--- src/rtl/m00_exit_ar_burst_splitter_if.sv ---
// Read-side bus bundle between the AXI4 slave port and the AXI3 master port of the m00 exit stage.
// Latency: none, wires only.
// Backpressure: carries arvalid/arready and rvalid/rready on both sides unchanged.
interface m00_exit_ar_burst_splitter_if #(
    parameter int ADDR_W = 33,
    parameter int ID_W   = 3,
    parameter int DATA_W = 256
);
    logic [ADDR_W-1:0] s_axi_araddr;
    logic [ID_W-1:0]   s_axi_arid;
    logic [7:0]        s_axi_arlen;
    logic              s_axi_arvalid;
    logic              s_axi_arready;

    logic [ADDR_W-1:0] m_axi_araddr;
    logic [3:0]        m_axi_arlen;
    logic              m_axi_arvalid;
    logic              m_axi_arready;

    logic [DATA_W-1:0] m_axi_rdata;
    logic [1:0]        m_axi_rresp;
    logic              m_axi_rlast;
    logic              m_axi_rvalid;
    logic              m_axi_rready;

    logic [DATA_W-1:0] s_axi_rdata;
    logic [ID_W-1:0]   s_axi_rid;
    logic [1:0]        s_axi_rresp;
    logic              s_axi_rlast;
    logic              s_axi_rvalid;
    logic              s_axi_rready;

    // Splitter side.
    modport slave (
        input  s_axi_araddr, s_axi_arid, s_axi_arlen, s_axi_arvalid,
        output s_axi_arready,
        output m_axi_araddr, m_axi_arlen, m_axi_arvalid,
        input  m_axi_arready,
        input  m_axi_rdata, m_axi_rresp, m_axi_rlast, m_axi_rvalid,
        output m_axi_rready,
        output s_axi_rdata, s_axi_rid, s_axi_rresp, s_axi_rlast, s_axi_rvalid,
        input  s_axi_rready
    );

    // Environment side: AXI4 master plus AXI3 slave.
    modport master (
        output s_axi_araddr, s_axi_arid, s_axi_arlen, s_axi_arvalid,
        input  s_axi_arready,
        input  m_axi_araddr, m_axi_arlen, m_axi_arvalid,
        output m_axi_arready,
        output m_axi_rdata, m_axi_rresp, m_axi_rlast, m_axi_rvalid,
        input  m_axi_rready,
        input  s_axi_rdata, s_axi_rid, s_axi_rresp, s_axi_rlast, s_axi_rvalid,
        output s_axi_rready
    );
endinterface

--- src/rtl/m00_exit_ar_burst_splitter.sv ---
// Splits AXI4 INCR read bursts (up to 256 beats) into AXI3 sub-bursts of <=16 beats, restores RID/RLAST on return.
// Latency: first sub-burst AR one cycle after AXI4 AR acceptance; R path is combinational.
// Backpressure: AR issue stalls while MAX_OUTST sub-bursts are outstanding; R stalls (rready=0) while none are.
module m00_exit_ar_burst_splitter #(
    parameter int ADDR_W    = 33,
    parameter int ID_W      = 3,
    parameter int DATA_W    = 256,
    parameter int MAX_OUTST = 8
) (
    input  logic aclk,
    input  logic aresetn,
    m00_exit_ar_burst_splitter_if.slave bus
);
    localparam int PTR_W = $clog2(MAX_OUTST);

    typedef enum logic {IDLE = 1'b0, ISSUE = 1'b1} state_t;

    state_t            state;
    state_t            state_nxt;
    logic [ADDR_W-1:0] addr;
    logic [ID_W-1:0]   id;
    logic [8:0]        rem;
    logic              arready;
    logic              arvalid;
    logic [3:0]        sub_len;
    logic [4:0]        beats;
    logic [ADDR_W-1:0] step;
    logic              sub_last;
    logic              s_ar_hs;
    logic              m_ar_hs;

    logic [ID_W-1:0]   fifo_id   [MAX_OUTST];
    logic              fifo_last [MAX_OUTST];
    logic [PTR_W-1:0]  wr_ptr;
    logic [PTR_W-1:0]  rd_ptr;
    logic [PTR_W:0]    count;
    logic              full;
    logic              empty;
    logic              push;
    logic              pop;
    logic              m_rready;

    assign s_ar_hs  = bus.s_axi_arvalid & arready;
    assign m_ar_hs  = arvalid & bus.m_axi_arready;
    assign sub_last = (rem <= 9'd16);
    assign beats    = {1'b0, sub_len} + 5'd1;
    assign step     = {{(ADDR_W-10){1'b0}}, beats, 5'b0};

    // State register.
    always_ff @(posedge aclk or negedge aresetn) begin
        if (!aresetn) state <= IDLE;
        else          state <= state_nxt;
    end

    // Next state: accept one AXI4 AR, then stay in ISSUE until its final sub-burst handshakes.
    always_comb begin
        state_nxt = state;
        case (state)
            IDLE:    if (s_ar_hs) state_nxt = ISSUE;
            ISSUE:   if (m_ar_hs && sub_last) state_nxt = IDLE;
            default: state_nxt = IDLE;
        endcase
    end

    // Outputs: present the current sub-burst only when the tracking FIFO can take it.
    // A presented AR cannot lose its slot, because the FIFO only fills through its own handshake.
    always_comb begin
        arvalid = 1'b0;
        sub_len = 4'd0;
        if (state == ISSUE) begin
            arvalid = !full;
            sub_len = sub_last ? (rem[3:0] - 4'd1) : 4'd15;
        end
    end

    // Burst context: capture on acceptance, advance address/remaining beats per issued sub-burst.
    always_ff @(posedge aclk or negedge aresetn) begin
        if (!aresetn) begin
            addr    <= '0;
            id      <= '0;
            rem     <= '0;
            arready <= 1'b0;
        end else begin
            arready <= (state_nxt == IDLE);
            if (s_ar_hs) begin
                addr <= bus.s_axi_araddr;
                id   <= bus.s_axi_arid;
                rem  <= {1'b0, bus.s_axi_arlen} + 9'd1;
            end else if (m_ar_hs) begin
                addr <= addr + step;
                rem  <= rem - {4'b0, beats};
            end
        end
    end

    assign push     = m_ar_hs;
    assign m_rready = bus.s_axi_rready & !empty;
    assign pop      = bus.m_axi_rvalid & m_rready & bus.m_axi_rlast;
    assign full     = (count == (PTR_W+1)'(MAX_OUTST));
    assign empty    = (count == '0);

    // Outstanding sub-burst storage; entries are only read while valid, so no reset is needed.
    always_ff @(posedge aclk) begin
        if (push) begin
            fifo_id[wr_ptr]   <= id;
            fifo_last[wr_ptr] <= sub_last;
        end
    end

    // FIFO pointers and occupancy; simultaneous push and pop leave the count unchanged.
    always_ff @(posedge aclk or negedge aresetn) begin
        if (!aresetn) begin
            wr_ptr <= '0;
            rd_ptr <= '0;
            count  <= '0;
        end else begin
            if (push) wr_ptr <= wr_ptr + PTR_W'(1);
            if (pop)  rd_ptr <= rd_ptr + PTR_W'(1);
            case ({push, pop})
                2'b10:   count <= count + (PTR_W+1)'(1);
                2'b01:   count <= count - (PTR_W+1)'(1);
                default: count <= count;
            endcase
        end
    end

    assign bus.s_axi_arready = arready;
    assign bus.m_axi_araddr  = addr;
    assign bus.m_axi_arlen   = sub_len;
    assign bus.m_axi_arvalid = arvalid;

    assign bus.m_axi_rready  = m_rready;
    assign bus.s_axi_rvalid  = bus.m_axi_rvalid & !empty;
    assign bus.s_axi_rdata   = bus.m_axi_rdata;
    assign bus.s_axi_rresp   = bus.m_axi_rresp;
    assign bus.s_axi_rid     = fifo_id[rd_ptr];
    assign bus.s_axi_rlast   = bus.m_axi_rlast & fifo_last[rd_ptr];
endmodule

--- src/flat_wrapper.sv ---
// flat-port wrapper written by rule: the top's interface ports become plain ports
module m00_exit_ar_burst_splitter_flat 
#(
    parameter int ADDR_W    = 33,
    parameter int ID_W      = 3,
    parameter int DATA_W    = 256,
    parameter int MAX_OUTST = 8
)
  (aclk, aresetn, bus_s_axi_araddr, bus_s_axi_arid, bus_s_axi_arlen, bus_s_axi_arvalid, bus_s_axi_arready, bus_m_axi_araddr, bus_m_axi_arlen, bus_m_axi_arvalid, bus_m_axi_arready, bus_m_axi_rdata, bus_m_axi_rresp, bus_m_axi_rlast, bus_m_axi_rvalid, bus_m_axi_rready, bus_s_axi_rdata, bus_s_axi_rid, bus_s_axi_rresp, bus_s_axi_rlast, bus_s_axi_rvalid, bus_s_axi_rready);
  m00_exit_ar_burst_splitter_if #(.ADDR_W(ADDR_W), .ID_W(ID_W), .DATA_W(DATA_W)) bus_i ();
  input  logic aclk;
  input  logic aresetn;
  input wire logic [$bits(bus_i.s_axi_araddr)-1:0] bus_s_axi_araddr;
  input wire logic [$bits(bus_i.s_axi_arid)-1:0] bus_s_axi_arid;
  input wire logic [$bits(bus_i.s_axi_arlen)-1:0] bus_s_axi_arlen;
  input wire logic [$bits(bus_i.s_axi_arvalid)-1:0] bus_s_axi_arvalid;
  output wire logic [$bits(bus_i.s_axi_arready)-1:0] bus_s_axi_arready;
  output wire logic [$bits(bus_i.m_axi_araddr)-1:0] bus_m_axi_araddr;
  output wire logic [$bits(bus_i.m_axi_arlen)-1:0] bus_m_axi_arlen;
  output wire logic [$bits(bus_i.m_axi_arvalid)-1:0] bus_m_axi_arvalid;
  input wire logic [$bits(bus_i.m_axi_arready)-1:0] bus_m_axi_arready;
  input wire logic [$bits(bus_i.m_axi_rdata)-1:0] bus_m_axi_rdata;
  input wire logic [$bits(bus_i.m_axi_rresp)-1:0] bus_m_axi_rresp;
  input wire logic [$bits(bus_i.m_axi_rlast)-1:0] bus_m_axi_rlast;
  input wire logic [$bits(bus_i.m_axi_rvalid)-1:0] bus_m_axi_rvalid;
  output wire logic [$bits(bus_i.m_axi_rready)-1:0] bus_m_axi_rready;
  output wire logic [$bits(bus_i.s_axi_rdata)-1:0] bus_s_axi_rdata;
  output wire logic [$bits(bus_i.s_axi_rid)-1:0] bus_s_axi_rid;
  output wire logic [$bits(bus_i.s_axi_rresp)-1:0] bus_s_axi_rresp;
  output wire logic [$bits(bus_i.s_axi_rlast)-1:0] bus_s_axi_rlast;
  output wire logic [$bits(bus_i.s_axi_rvalid)-1:0] bus_s_axi_rvalid;
  input wire logic [$bits(bus_i.s_axi_rready)-1:0] bus_s_axi_rready;
  assign bus_i.s_axi_araddr = bus_s_axi_araddr;
  assign bus_i.s_axi_arid = bus_s_axi_arid;
  assign bus_i.s_axi_arlen = bus_s_axi_arlen;
  assign bus_i.s_axi_arvalid = bus_s_axi_arvalid;
  assign bus_s_axi_arready = bus_i.s_axi_arready;
  assign bus_m_axi_araddr = bus_i.m_axi_araddr;
  assign bus_m_axi_arlen = bus_i.m_axi_arlen;
  assign bus_m_axi_arvalid = bus_i.m_axi_arvalid;
  assign bus_i.m_axi_arready = bus_m_axi_arready;
  assign bus_i.m_axi_rdata = bus_m_axi_rdata;
  assign bus_i.m_axi_rresp = bus_m_axi_rresp;
  assign bus_i.m_axi_rlast = bus_m_axi_rlast;
  assign bus_i.m_axi_rvalid = bus_m_axi_rvalid;
  assign bus_m_axi_rready = bus_i.m_axi_rready;
  assign bus_s_axi_rdata = bus_i.s_axi_rdata;
  assign bus_s_axi_rid = bus_i.s_axi_rid;
  assign bus_s_axi_rresp = bus_i.s_axi_rresp;
  assign bus_s_axi_rlast = bus_i.s_axi_rlast;
  assign bus_s_axi_rvalid = bus_i.s_axi_rvalid;
  assign bus_i.s_axi_rready = bus_s_axi_rready;
  m00_exit_ar_burst_splitter #(.ADDR_W(ADDR_W), .ID_W(ID_W), .DATA_W(DATA_W), .MAX_OUTST(MAX_OUTST)) u_core (.aclk(aclk), .aresetn(aresetn), .bus(bus_i));
endmodule
--- config.mk ---
export PLATFORM = sky130hd
export DESIGN_NAME = m00_exit_ar_burst_splitter_flat
export DESIGN_NICKNAME = d
export VERILOG_FILES = /design/src/rtl/m00_exit_ar_burst_splitter_if.sv /design/src/rtl/m00_exit_ar_burst_splitter.sv /design/src/flat_wrapper.sv
export SDC_FILE = /design/constraint.sdc
export NUM_CORES = 1
export LEC_CHECK = 0
export ABC_AREA = 1
export CAP_MARGIN = 0
export CORE_AREA = 3 3 238 240
export CTS_CLUSTER_DIAMETER = 150
export DETAILED_ROUTE_END_ITERATION = 10
export DIE_AREA = 0 0 241 243
export GPL_ROUTABILITY_DRIVEN = 0
export PLACE_DENSITY = 0.39
export REMOVE_ABC_BUFFERS = 1
export SLEW_MARGIN = 20
export SYNTH_ARGS = -nofsm -noshare
export SYNTH_HDL_FRONTEND = slang
export SYNTH_SLANG_ARGS = --single-unit
export TNS_END_PERCENT = 10
--- constraint.sdc ---
create_clock -name aclk -period 3.55 [get_ports aclk]
set_input_delay 0.5325 -clock aclk [delete_from_list [all_inputs] [get_ports aclk]]
set_output_delay 0.5325 -clock aclk [all_outputs]
set_load 0.01 [all_outputs]
==> impl_metrics.yaml, run 1 <==
critical_path:
  cpPeakStageDelay_ps: 440
  crit_path_start_kind: "register"
  rr_endpoint: "u_core.bus.m_axi_araddr[16]"
  path_max_fanout: 12
  cp-end-kind: "register"
  crit_type: "reg -> reg"
  cp_cell_sequence: "inv_1 > ha_1 > nand3_1 > a21oi_4 > buf_4 > nand2_1 > nand2_1 > inv_1 > ha_1 > xor2_1 > inv_1 > ha_1 > nand2_1 > nand3_1 > nand2_2 > a21boi_1 > nand2_1 > nand3_1 > nand3_1"
  arrival_ps: 3460
  crit_required_ps: 3800
  reg2reg_depth: 19
  r2r_slack_ps: 350
  cp_slowest_cell: "dfrtp_1"
  reg2reg_from: "u_core.rem[1]"
min_path:
  hold_class: "in -> async"
yosys:
  synth-edff-count: 32
  synthCells: 967
  ys_types: 43
  syn_avg_cell_area_um2: 7.653
  seq_area_frac_synth_pct: 32.26
  synth-seq-cells: 89
  async_flop_share_pct: 64.04
  syn_area_um2: 7401
  ys.flop_type: "dfrtp_1"
  yosys_warnings: 0
global_route:
  grt_start_max_net_pins: 41
  track_usage_pct: 32.88
  grt_pass1_wl_um: 112000
  first_global_vias: 5856
  grt_overflow: 0
  antenna_found_initial: 3
timing:
  hold_violations: 0
  drv_slew: 0
  fmax_mhz: 312.0
  finalClockSkew_ps: 12.80
  slew-limit-headroom_pct: 55.96
  rsz0062_at_grt: "false"
  period_needed_ps: 3205
  worstMarginPinSlew_ps: 660.6
  finalCritPeriodShare_pct: 90.28
  tns_ps: 0
  setup_viol: 0
routing:
  avgViaCountPerCell: 4.229
  num_vias: 6395
  ant_nets: 0
  drt-initial-drc-count: 651
  drc: 0
  drtPass1Iterations: 5
  routedWlPerCell_um: 65.11
  routed_wl_um: 98450
layout:
  antenna_cells: 0
  drive_above_1_share_pct: 7.550
  layout.nets: 1133
  finalNonFillerCells: 1512
  fill_cells: 6354
  fin_area_um2: 7512
  synthToLayoutAreaGrowth_pct: 1.505
die:
  initial_core_util_pct: 13.49
  io_pins: 612
  die_w_um: 241
  core_area_um2: 54880
  rows: 86
  dieArea_um2: 58560
  die_y_um: 243
power:
  p_per_area_nw_per_um2: 918.3
  p_leak_nw: 3.028
  p_total_mw: 6.898
  vdd_drop_max_mv: 0.2587
clock_tree:
  htree_levels: 3
  clk_pin_slew_ps: 80
  cts_resized: 0
  clock_sinks: 89
  root_buffer: "clkbuf_16"
  clk-insertion-delay-late_ps: 380
  cts_hold_buf: 0
  post_cts_buffers: 0
  clk_path_buf_depth: 2
  cts_tree: "yes"
  numCtsBuffers: 9
placement:
  dpl.cell_count: 1496
  dp_hpwl_um: 92970
  port_buffers: 95
  place_area_um2: 7232
outcome:
  outcome: "finished, final reports clean"
job:
  drv_cap: 0
cells in the mapped netlist, types with 2 or more instances:
cell type / number / area [um^2]
a21oi_1: 13 / 65.06
a31oi_1: 7 / 43.79
buf_2: 8 / 40.04
buf_4: 262 / 1967
buf_6: 2 / 22.52
clkbuf_1: 4 / 15.01
dfrtp_1: 57 / 1426
edfxtp_1: 32 / 960.9
fa_1: 3 / 60.06
ha_1: 18 / 225.2
inv_1: 61 / 229.0
inv_2: 5 / 18.77
nand2_1: 206 / 773.2
nand2_2: 11 / 68.82
nand2_4: 2 / 22.52
nand3_1: 77 / 385.4
nand3_2: 2 / 20.02
nand3b_1: 5 / 37.54
nand4_1: 9 / 56.30
nor2_1: 99 / 371.6
nor2_2: 9 / 56.30
nor2_4: 2 / 22.52
nor3_1: 3 / 15.01
o211ai_1: 3 / 22.52
o21ai_0: 23 / 115.1
o21ai_1: 4 / 20.02
o22ai_1: 6 / 37.54
o32ai_1: 7 / 61.31
xnor2_1: 4 / 35.03
xor2_1: 10 / 87.58
how the worst max path moves through the flow:
stage	startpoint	endpoint	slack, ps	cells past startpoint
floorplan	u_core.rem[1]	u_core.bus.m_axi_araddr[17]	720	20
global placement	u_core.rem[1]	u_core.bus.m_axi_araddr[32]	470	19
detailed placement	u_core.rem[1]	u_core.bus.m_axi_araddr[28]	410	20
CTS	u_core.rem[1]	u_core.bus.m_axi_araddr[16]	390	19
global route	u_core.rem[1]	u_core.bus.m_axi_araddr[17]	20	21
finish	u_core.rem[1]	u_core.bus.m_axi_araddr[16]	350	19
metrics by stage:
step | setup WS (ps) | util [%] | hold WS [ps]
after floorplan | 715.8 | - | 236.9
after global placement | 473.3 | 13.18 | 474.7
after detailed placement | 406.8 | 13.18 | 476.1
after CTS | 385.3 | 13.68 | 376.1
after global routing | 17.26 | 13.69 | 158.0
final | 345.1 | 13.69 | 138.3
layout make-up:
| type | instances | area, um^2 | share of cell area, % |
|---|---|---|---|
| sequential | 89 | 2387 | 31.78 |
| clock buffer | 10 | 229.0 | 3.048 |
| multi-input combinational | 534 | 2711 | 36.09 |
| clock inverter | 6 | 48.80 | 0.6496 |
| inverter | 67 | 254.0 | 3.381 |
| tap | 704 | 880.8 | 11.73 |
| timing repair buffer | 102 | 1001 | 13.32 |
placed cells by master (no fill, tap or decap), types with 13 or more instances in the layout:
cell type	netlist	final
nor2_1	99	99
dfrtp_1	57	57
nand3_1	77	77
a21oi_1	13	13
clkdlybuf4s50_1	0	94
nand2_1	206	206
o21ai_0	23	23
ha_1	18	18
inv_1	61	61
edfxtp_1	32	32
worst max-delay path, delay by kind of cell (launching register included):
| kind | cells | cell delay (ps) |
|---|---|---|
| compound gates | 2 | 380 |
| xor+xnor | 1 | 230 |
| fa+ha+maj | 3 | 720 |
| buf+inv | 4 | 450 |
| flops | 1 | 440 |
| simple gates | 9 | 860 |
metal layers:
layer | wire length, um | share of wire (%) | track usage, %
met5 | 983 | 1.0 | 13.80
met4 | 9798 | 10 | 25.80
met3 | 29890 | 30 | 47.57
met2 | 45330 | 46 | 53.36
met1 | 12450 | 13 | 11.39
logic make-up after synthesis:
logic type | after synthesis | share of synthesized area [%]
multiplexers | 2 | 0.2874
AND/OR/NAND/NOR | 429 | 25.21
flip-flops | 89 | 32.26
XOR/XNOR | 14 | 1.657
adder cells (fa/ha/maj) | 21 | 3.855
buffers and inverters | 344 | 31.11
AO/OA/AOI/OAI | 68 | 5.630
state kept, by name (all words and copies together) (netlist names):
register and flops:
u_core.state 1, u_core.id 3, u_core.wr_ptr 3, u_core.rd_ptr 3, u_core.fifo_id 24, u_core.fifo_last 8, u_core.bus.m_axi_araddr 33, u_core.rem 9
u_core.count 4, u_core.bus.s_axi_arready 1
report_power, final:
group / internal, mW / switching [mW] / total [mW]
clock network: 0.486 / 0.495 / 0.981
logic: 1.54 / 2.37 / 3.90
registers: 1.49 / 0.522 / 2.01
total: 3.51 / 3.39 / 6.90
(Power assumes the default switching activity.)
==> run 2, diff against run 1 <==
--- a/config.mk
+++ b/config.mk
@@ -12,9 +12,9 @@
 export DETAILED_ROUTE_END_ITERATION = 10
 export DIE_AREA = 0 0 241 243
 export GPL_ROUTABILITY_DRIVEN = 0
+export GPL_TIMING_DRIVEN = 0
 export PLACE_DENSITY = 0.39
 export REMOVE_ABC_BUFFERS = 1
-export SLEW_MARGIN = 20
 export SYNTH_ARGS = -nofsm -noshare
 export SYNTH_HDL_FRONTEND = slang
 export SYNTH_SLANG_ARGS = --single-unit
==> run 2 against run 1 <==
Compared with the run above: wire length down 0.57%; sequential cell count unchanged; clock power up 6%; via count down 3.2%; non-clock buffer count down 4; critical endpoint is now bus_s_axi_rid[0]; critical path depth down 13; sequential power about the same; power up 0.50%; global-route usage down 0.25 points.
==> impl_metrics.yaml, run 2 (same netlist as run 1, synthesis figures left out) <==
critical_path:
  reg2reg_from: "u_core.rem[0]"
  crit_path_start_kind: "register"
  reg2reg_depth: 17
  crit_type: "reg -> out"
  worst-path-buf-inv: 2
  rr_endpoint: "u_core.bus.m_axi_araddr[18]"
  arrival_ps: 2830
  cp_slowest_cell: "dfrtp_1"
  path_max_fanout: 18
  cpPeakStageDelay_ps: 630
  crit_path_frequent_cell: "nand2_1"
  r2r_slack_ps: 250
  cp-end-kind: "output pin"
  cp_cell_sequence: "inv_1 > nor2_1 > o32ai_1 > nand2_1 > nand2_1 > clkdlybuf4s50_1"
  crit_family: "buffers and inverters"
  crit_required_ps: 3020
power:
  p_per_area_nw_per_um2: 918.8
  p_leak_nw: 3.029
  vdd_drop_max_mv: 0.2524
timing:
  worstMarginPinSlew_ps: 882.6
  drv_slew: 0
  period_needed_ps: 3360
  hold_slack_ps: 492.5
  finalClockSkew_ps: 8.184
  finalCritPeriodShare_pct: 94.65
  fin_ws_ps: 190.0
  hold_violations: 0
  setup_viol: 0
  fmax_mhz: 297.6
  slew-limit-headroom_pct: 41.16
layout:
  final_util_pct: 13.75
  synthToLayoutAreaGrowth_pct: 1.961
  multiInputGateArea_um2: 2726
  fill_cells: 6298
  layout.nets: 1129
  finalNonFillerCells: 1508
  drive_above_1_share_pct: 7.214
  fin_area_um2: 7546
  layout_common_cells: "nand2_1, nor2_1, clkdlybuf4s50_1, nand3_1, inv_1"
  largest_reg_flops: 33
  final_common_cell: "nand2_1"
  regArea_um2: 2387
  antenna_cells: 0
min_path:
  hold_class: "reg -> reg"
  min_from: "u_core.bus.m_axi_araddr[4]"
  whs_endpoint: "u_core.bus.m_axi_araddr[4]"
  hold_depth: 2
global_route:
  first_global_vias: 5669
  antenna_found_initial: 3
  grt_start_max_net_pins: 63
  track_usage_pct: 32.63
  grt_pass1_wl_um: 110800
  grt_overflow: 0
clock_tree:
  clk_path_buf_depth: 2
  clk_pin_slew_ps: 70
  numCtsBuffers: 9
  clock_sinks: 89
  clk-insertion-delay-late_ps: 360
  htree_levels: 3
  root_buffer: "clkbuf_16"
  cts_tree: "yes"
placement:
  port_buffers: 95
  place_worst_setup_slack_ps: 55.74
  dp_hpwl_um: 92380
  place_area_um2: 7214
  dpl.cell_count: 1490
die:
  core_area_um2: 54880
  io_pins: 612
  rows: 86
  die_w_um: 241
  dieArea_um2: 58560
  initial_core_util_pct: 13.49
  die_y_um: 243
job:
  drv_cap: 0
routing:
  drt-initial-drc-count: 512
  num_vias: 6189
  drc: 0
  drtPass1Iterations: 5
  routed_wl_um: 97890
  ant_nets: 0
  routedWlPerCell_um: 64.92
  avgViaCountPerCell: 4.104
outcome:
  outcome: "finished, final reports clean"
[run 2: worst min-delay path: cells and delay by family, from the launching register on]
family	cells	cell delay [ps]
flip-flops	1	350
AND/OR/NAND/NOR	2	110
[run 2: routing by layer]
| metal | wire [um] | GRT usage [%] | share of wire (%) | vias up |
|---|---|---|---|---|
| met5 | 1023 | 13.30 | 1.0 | - |
| met2 | 46050 | 54.18 | 47 | 917 |
| li1 | - | - | - | 2510 |
| met1 | 12410 | 11.36 | 13 | 2597 |
| met4 | 8954 | 23.67 | 9.1 | 30 |
| met3 | 29450 | 46.74 | 30 | 135 |
[run 2: metrics by stage]
stage	power, mW	TNS [ps]
global route	7.535	-15.47
finish	6.933	0
global placement	5.894	-42520
CTS	6.976	0
detailed placement	5.905	0
floorplan	4.280	0
[run 2: final cells by class]
type | instances | share of cell area (%)
clock inverter | 6 | 0.9949
multi-input combinational | 534 | 36.13
tap | 704 | 11.67
inverter | 67 | 3.366
clock buffer | 10 | 3.034
sequential | 89 | 31.64
timing repair buffer | 98 | 13.17
[run 2: worst max-delay path by stage]
stage / start / endpoint / slack (ps) / cells after the start
after floorplan: u_core.rem[1] / u_core.bus.m_axi_araddr[17] / 720 / 20
after global routing: u_core.rem[1] / u_core.bus.m_axi_araddr[30] / -20 / 22
after detailed placement: u_core.rem[1] / u_core.bus.m_axi_araddr[30] / 60 / 22
after CTS: u_core.rem[0] / u_core.bus.m_axi_araddr[30] / 30 / 22
after global placement: aresetn / u_core.bus.m_axi_araddr[3] / -710 / 1
final: u_core.rd_ptr[0] / bus_s_axi_rid[0] / 190 / 6
[run 2: repair_timing]
| item | 4_1_cts | 5_1_grt |
|---|---|---|
| setup endpoints to repair | 0 | 27 |
| hold endpoints to repair | 4 | 0 |
| gates resized for setup | 0 | 2 |
| buffers inserted | 0 | 1 |
| hold buffers | 1 | 0 |
[run 2: power breakdown]
group | internal [mW] | switching (mW) | leakage [nW]
sequential | 1.49 | 0.500 | 0.986
clock | 0.557 | 0.479 | 0.145
combinational | 1.54 | 2.37 | 1.90
total | 3.58 | 3.35 | 3.03
==> run 3, diff against run 2 <==
--- a/config.mk
+++ b/config.mk
@@ -6,11 +6,11 @@
 export NUM_CORES = 1
 export LEC_CHECK = 0
 export ABC_AREA = 1
-export CAP_MARGIN = 0
-export CORE_AREA = 3 3 238 240
+export CAP_MARGIN = 40
+export CORE_AREA = 2 2 237 239
 export CTS_CLUSTER_DIAMETER = 150
 export DETAILED_ROUTE_END_ITERATION = 10
-export DIE_AREA = 0 0 241 243
+export DIE_AREA = 0 0 239 241
 export GPL_ROUTABILITY_DRIVEN = 0
 export GPL_TIMING_DRIVEN = 0
 export PLACE_DENSITY = 0.39
==> run 3 against run 2 <==
Compared with the run above: highest routed layer unchanged; sequential cell count unchanged; worst setup slack improved by 29 ps; critical endpoint is now bus_s_axi_rid[2]; clock power about the same; via count increased by 0.16%.
==> impl_metrics.yaml, run 3 (same netlist as run 1, synthesis figures left out) <==
timing:
  hold_slack_ps: 491.4
  finalClockSkew_ps: 8.975
  tns_ps: 0
  hold_violations: 0
  rsz0062_at_grt: "false"
  period_needed_ps: 3331
  slew-limit-headroom_pct: 42.25
  fmax_mhz: 300.2
  drv_slew: 0
  finalCritPeriodShare_pct: 93.84
  setup_viol: 0
  worstMarginPinSlew_ps: 866.3
critical_path:
  crit_path_start_kind: "register"
  crit_type: "reg -> out"
  cp-end-kind: "output pin"
  path_max_fanout: 18
  arrival_ps: 2800
  crit_required_ps: 3020
global_route:
  grt_pass1_wl_um: 110500
  grt_start_max_net_pins: 63
  track_usage_pct: 33.49
  antenna_found_initial: 2
  first_global_vias: 5609
  grt_overflow: 0
power:
  p_total_mw: 6.989
  p_int_mw: 3.582
  p_leak_nw: 3.036
  pwr-share-seq_pct: 28.8
  power.switching_mw: 3.408
  vdd_drop_max_mv: 0.2392
  p_comb_share_pct: 56.2
  p_per_area_nw_per_um2: 925.7
  p_clk_share_pct: 15.0
  power_switching_share_pct: 48.76
layout:
  layout.nets: 1129
  final_common_cell: "nand2_1"
  largest_reg_flops: 33
  synthToLayoutAreaGrowth_pct: 2.012
  regArea_um2: 2387
  multiInputGateArea_um2: 2724
  fill_cells: 6322
  layout_common_cells: "nand2_1, nor2_1, clkdlybuf4s50_1, nand3_1, inv_1"
  finalNonFillerCells: 1509
  drive_above_1_share_pct: 7.214
routing:
  ant_nets: 0
  drc: 0
  routed_wl_um: 98260
  routedWlPerCell_um: 65.11
  num_vias: 6199
  avgViaCountPerCell: 4.108
  drt-initial-drc-count: 603
  drtPass1Iterations: 7
clock_tree:
  numCtsBuffers: 9
  clk_path_buf_depth: 2
  clk_pin_slew_ps: 80
  clock_sinks: 89
  root_buffer: "clkbuf_16"
  cts_tree: "yes"
  clk-insertion-delay-late_ps: 360
  htree_levels: 3
die:
  io_pins: 612
  die_w_um: 239
  core_area_um2: 54880
  die_y_um: 241
  dieArea_um2: 57600
  initial_core_util_pct: 13.49
  rows: 86
min_path:
  hold_class: "reg -> reg"
placement:
  port_buffers: 95
  dpl.cell_count: 1490
  dp_hpwl_um: 91960
outcome:
  outcome: "finished, final reports clean"
job:
  drv_cap: 0
## run 3: path summary, 6_finish.rpt
| path | slack (ps) | startpoint | to | depth (start not counted) |
|---|---|---|---|---|
| max | 220 | u_core.rd_ptr[0] | bus_s_axi_rid[2] | 6 |
| min | 490 | u_core.bus.m_axi_araddr[1] | u_core.bus.m_axi_araddr[1] | 2 |
| max reg2reg | 270 | u_core.rem[1] | u_core.bus.m_axi_araddr[17] | 20 |
| min reg2reg | 490 | u_core.bus.m_axi_araddr[1] | u_core.bus.m_axi_araddr[1] | 2 |
| max in group asynchronous | 2450 | aresetn | u_core.bus.m_axi_araddr[24] | 3 |
| min in group asynchronous | 560 | aresetn | u_core.bus.m_axi_araddr[3] | 2 |
## run 3: stage by stage
stage / instance area, um^2 / utilization [%] / setup WS, ps
global placement: 7184 / 13.09 / -528.1
floorplan: 5353 / - / 715.8
detailed placement: 7214 / 13.15 / 42.76
global route: 7547 / 13.75 / 16.14
CTS: 7532 / 13.73 / 13.09
finish: 7550 / 13.76 / 218.8
## run 3: metal layers
metal  up-vias  wire (um)  global-route usage, %  share of wire [%]
li1       2513          -                      -                  -
met1      2722      14670                  13.72                 15
met2       800      45990                  55.75                 47
met3       140      27700                  44.23                 28
met4        24       8787                  25.13                8.9
met5         -       1117                  17.00                1.1
## run 3: final cells by class
type / count / area share, %
repair buffers: 98 / 13.16
well taps: 704 / 11.67
multi-input cells: 534 / 36.08
flip-flops and latches: 89 / 31.62
inverters: 67 / 3.364
clock inverters: 7 / 1.094
clock buffers: 9 / 2.983
diodes: 1 / 0.03315
## run 3: power by group through the flow
stage | logic [mW] | clock network [mW] | registers (mW)
floorplan | 2.36 | 0 | 1.92
global placement | 3.90 | 0 | 2.00
detailed placement | 3.90 | 0 | 2.01
CTS | 3.93 | 1.08 | 2.00
global route | 4.38 | 1.12 | 2.07
finish | 3.93 | 1.05 | 2.01
## run 3: critical path, stage by stage, from the launching register on
cell	delay (ps)
dfrtp_1	630
inv_1	540
nor2_1	90
o32ai_1	390
nand2_1	130
nand2_1	120
clkdlybuf4s50_1	540
## run 3: repair_timing
item / 4_1_cts / 5_1_grt
setup endpoints to repair: 0 / 27
endpoints found under the hold margin: 5 / 0
gates resized for setup: 0 / 1
buffers inserted: 0 / 1
hold buffers: 1 / 0
